## src/rtl/seq_mul.sv

```systemverilog
// Bit-serial shift-add unsigned multiplier: multiplier bits arrive LSB first on test.
// Optional completion flag output `done` is enabled with `define SEQ_MUL_DONE_EN.
module seq_mul #(
  parameter int WIDTH = 8
) (
  input  logic               clk,
  input  logic               reset,
  input  logic               test,
  input  logic [WIDTH-1:0]   mul,
  input  logic [WIDTH-1:0]   b,
  output logic [2*WIDTH-1:0] prod
`ifdef SEQ_MUL_DONE_EN
  ,
  output logic               done
`endif
);

  localparam int CW = $clog2(WIDTH + 1);
  localparam logic [CW-1:0] CNT_LAST = CW'(WIDTH - 1);
  localparam logic [CW-1:0] CNT_DONE = CW'(WIDTH);

  logic [CW-1:0]        cnt;
  logic [WIDTH-1:0]     mcand;
  logic [WIDTH-1:0]     operand;
  logic [2*WIDTH-1:0]   addend;
  logic                 active;

  // b is a parallel copy of the multiplier kept only for interface compatibility.
  logic unused_b;
  assign unused_b = ^b;

  function automatic logic [2*WIDTH-1:0] weighted_addend(
    input logic [WIDTH-1:0] op,
    input logic [CW-1:0]    sh
  );
    return {{WIDTH{1'b0}}, op} << sh;
  endfunction

  always_comb begin
    active  = (cnt < CNT_DONE);
    operand = (cnt == '0) ? mul : mcand;
    addend  = weighted_addend(operand, cnt);
  end

  // Accumulate stage: state only moves while bits remain, so X on test is harmless afterwards.
  always_ff @(posedge clk) begin
    if (reset) begin
      prod  <= '0;
      cnt   <= '0;
      mcand <= '0;
    end else if (active) begin
      if (cnt == '0) begin
        mcand <= mul;
      end
      if (test) begin
        prod <= prod + addend;
      end
      cnt <= cnt + CW'(1);
    end
  end

`ifdef SEQ_MUL_DONE_EN
  always_ff @(posedge clk) begin
    if (reset) begin
      done <= 1'b0;
    end else if (cnt == CNT_LAST) begin
      done <= 1'b1;
    end
  end
`else
  logic unused_last;
  assign unused_last = ^CNT_LAST;
`endif

endmodule

```

## config.mk

```make
export PLATFORM = sky130hd
export DESIGN_NAME = seq_mul
export DESIGN_NICKNAME = d
export VERILOG_FILES = /design/src/rtl/seq_mul.sv
export SDC_FILE = /design/constraint.sdc
export NUM_CORES = 1
export LEC_CHECK = 0
export ABC_AREA = 0
export BUFFER_PORTS_ARGS = -buffer_cell sky130_fd_sc_hd__clkbuf_2
export CORE_AREA = 2 2 86 47
export CTS_BUF_LIST = sky130_fd_sc_hd__clkbuf_4
export DETAILED_ROUTE_END_ITERATION = 8
export DIE_AREA = 0 0 88 49
export GPL_TIMING_DRIVEN = 0
export PLACE_DENSITY = 0.94
export REMOVE_ABC_BUFFERS = 1
export SYNTH_ARGS = -nofsm -noshare
export SYNTH_HDL_FRONTEND = slang
export SYNTH_SLANG_ARGS = --single-unit
```

## constraint.sdc

```tcl
create_clock -name clk -period 11.1 [get_ports clk]
set_input_delay 0.555 -clock clk [delete_from_list [all_inputs] [get_ports clk]]
set_output_delay 0.555 -clock clk [all_outputs]
set_load 0.03 [all_outputs]
```

==> reports/qor.yml <==
place_congestion: 0.962
swShare_pct: 41.9
viasPerCell: 5.96
layout_common_cells: "nor2_1, nand2_1, a21oi_1, dfxtp_1, clkbuf_2"
wl_per_cell_um: 14.6
p_comb_share_pct: 47.7
pwr-share-seq_pct: 38.9
synth_seq_cells: 28
slew_headroom_pct: 35.6
path_clk_slew_ns: 0.14
dp_hpwl_um: 3790
min_path_type: "input pin to flop"
fin_area_um2: 2290
first_global_vias: 1762
antenna_cells: 0
finClkSkew_ns: 0.00846
initial_utilization_pct: 58.7
worstPathArrival_ns: 5.29
n_fill_cell: 307
num_io_pins: 35
fmax_ghz: 0.198
die_area_um2: 4310
p_int_mw: 0.188
tightestPinTransition_ns: 0.962
synth_flop_cell: "dfxtp_1"
synth.cell_area_um2: 2130
setup_violations: 0
die_y_um: 49
dp_slack_ns: 6.21
core.rowCount: 16
h-tree-depth: 1
power_mw: 0.324
netlist_instances: 268
cts_tree: "built"
syn2layout_area_growth_pct: 7.83
grt.overflow.total: 0
pwr-share-clk_pct: 13.4
drt_iter0_markers: 167
r2r_slack_ns: 6.05
num_vias: 2019
grt_max_degree: 30
final_cells: 339
end_kind: "flop"
place_area_um2: 2270
cts_resized: 0
clk_path_buf_depth: 2
ys_warn_count: 0
antenna_found_initial: 0
hold_viol: 0
path_class: "flop to flop"
status: "complete, no violations"
cts_setup_buffers: 0
hold_buffers: 0
fin_nets: 324
slew_viol_final: 0
syn_area_per_cell_um2: 7.93
track_usage_pct: 24.0
worstPathRequired_ns: 11.35
drive_gt1_share_pct: 15.1
startpoint_type: "flop"
die_w_um: 88
synth-edff-count: 0
drt_drc_violations_left: 0
clock_tree.root_cell: "clkbuf_4"
drt-pass1-iter-count: 5
finalSetupTns_ns: 0
layout_commonest_cell: "nor2_1"
p_sw_mw: 0.136
setup_ws_ns: 6.05
grt_pass1_wl_um: 8260
rsz0062_at_grt: "false"
synth.distinct_cells: 50
ys_seq_area_share_pct: 26.4
place_inst: 336
clk_latency_ns: 0.33
clock_sinks: 28
cts_made_buffers: 3
final.min_clock_period_ns: 5.05
port_buffers: 26
ir_drop_uv: 103
drv_cap: 0
async_flop_share_pct: 0
period_share_pct: 45.5
core_area_um2: 3620
antenna_left: 0
power_density_nw_per_um2: 141
cp_max_fo: 17
p_leak_nw: 1.02
wirelength_um: 4940
[power groups by stage]
stage	Clock [mW]	Combinational, mW	Sequential (mW)
2_1_floorplan	0	0.104	0.140
3_3_place_gp	0	0.148	0.127
3_5_place_dp	0	0.152	0.128
4_1_cts	0.0440	0.153	0.126
5_1_grt	0.0499	0.170	0.128
6_report	0.0434	0.154	0.126
[cell type report]
| type | count | area, um^2 | share of cell area [%] |
|---|---|---|---|
| Clock buffer | 3 | 22.5 | 0.983 |
| Inverter | 7 | 26.3 | 1.15 |
| Multi-Input combinational cell | 221 | 1490 | 64.8 |
| Sequential cell | 28 | 561 | 24.5 |
| Tap cell | 54 | 67.6 | 2.95 |
| Timing Repair Buffer | 26 | 130 | 5.68 |
[synth_stat cells (all sizes together) (2+ instances only)]
cell	number	area, um^2
a21oi	28	140
nand2	31	116
mux2	4	45.0
buf	3	20.0
o21bai	2	15.0
a22oi	2	15.0
dfxtp	28	561
mux4	3	67.6
o31ai	2	15.0
nand2b	4	25.0
nor2	32	120
or2	2	12.5
and3	2	12.5
nor2b	5	31.3
ha	17	213
inv	7	26.3
o211ai	2	15.0
mux2i	13	134
xnor2	11	96.3
o22ai	6	37.5
nor3b	3	27.5
o21ai	17	85.1
clkbuf	9	33.8
o21a	3	22.5
nand3	7	35.0
a21o	6	45.0
nor3	2	10.0
[cells by family (layout without fill, tap and decap cells)]
family | Yosys count | in the layout | share of synthesized area [%]
AO/OA/AOI/OAI | 77 | 77 | 22.2
adder cells (fa/ha/maj) | 18 | 18 | 10.9
XOR/XNOR | 11 | 11 | 4.53
AND/OR/NAND/NOR | 95 | 95 | 20.6
buffers and inverters | 19 | 36 | 3.77
multiplexers | 20 | 20 | 11.6
flip-flops | 28 | 28 | 26.4
[state kept, by name (all words and copies together) (netlist names)]
| register | count |
|---|---|
| mcand | 8 |
| cnt | 4 |
| prod | 16 |
[metrics by stage]
stage	hold WS [ns]	util, %
after global routing	0.498	63.3
after CTS	0.489	63.3
after detailed placement	0.473	62.6
after global placement	0.466	62.6
final	0.495	63.3
after floorplan	0.471	-
[worst max-delay path, stage by stage, from the launching register on]
cell      delay (ns)
dfxtp_1         0.51
inv_2           0.26
ha_1            0.17
nor3b_2         0.77
mux2i_1         0.48
mux2i_1         0.24
a21oi_1         0.27
mux2i_1         0.16
and2_1          0.23
ha_1            0.33
a21o_1          0.18
a21oi_1         0.18
o21ai_0         0.21
o31ai_1         0.60
nand2_1         0.11
a311oi_1        0.27
[path summary, 6_finish.rpt]
| path | start | endpoint | cells after the start |
|---|---|---|---|
| worst max-delay path | cnt[0]$_SDFFE_PP0N_ | prod[10]$_SDFFE_PP0P_ | 15 |
| worst min-delay path | mul[6] | mcand[6]$_SDFFE_PP0N_ | 3 |
| worst max register to register | cnt[0]$_SDFFE_PP0N_ | prod[10]$_SDFFE_PP0P_ | 15 |
| worst min register to register | prod[4]$_SDFFE_PP0P_ | prod[4]$_SDFFE_PP0P_ | 2 |
[layer usage]
metal,track usage (%),share of wire [%]
met5,0,0
met3,5.75,7.7
met1,37.7,52
met2,33.0,40
met4,4.10,0.53
Power figures use the tool's default switching activity.
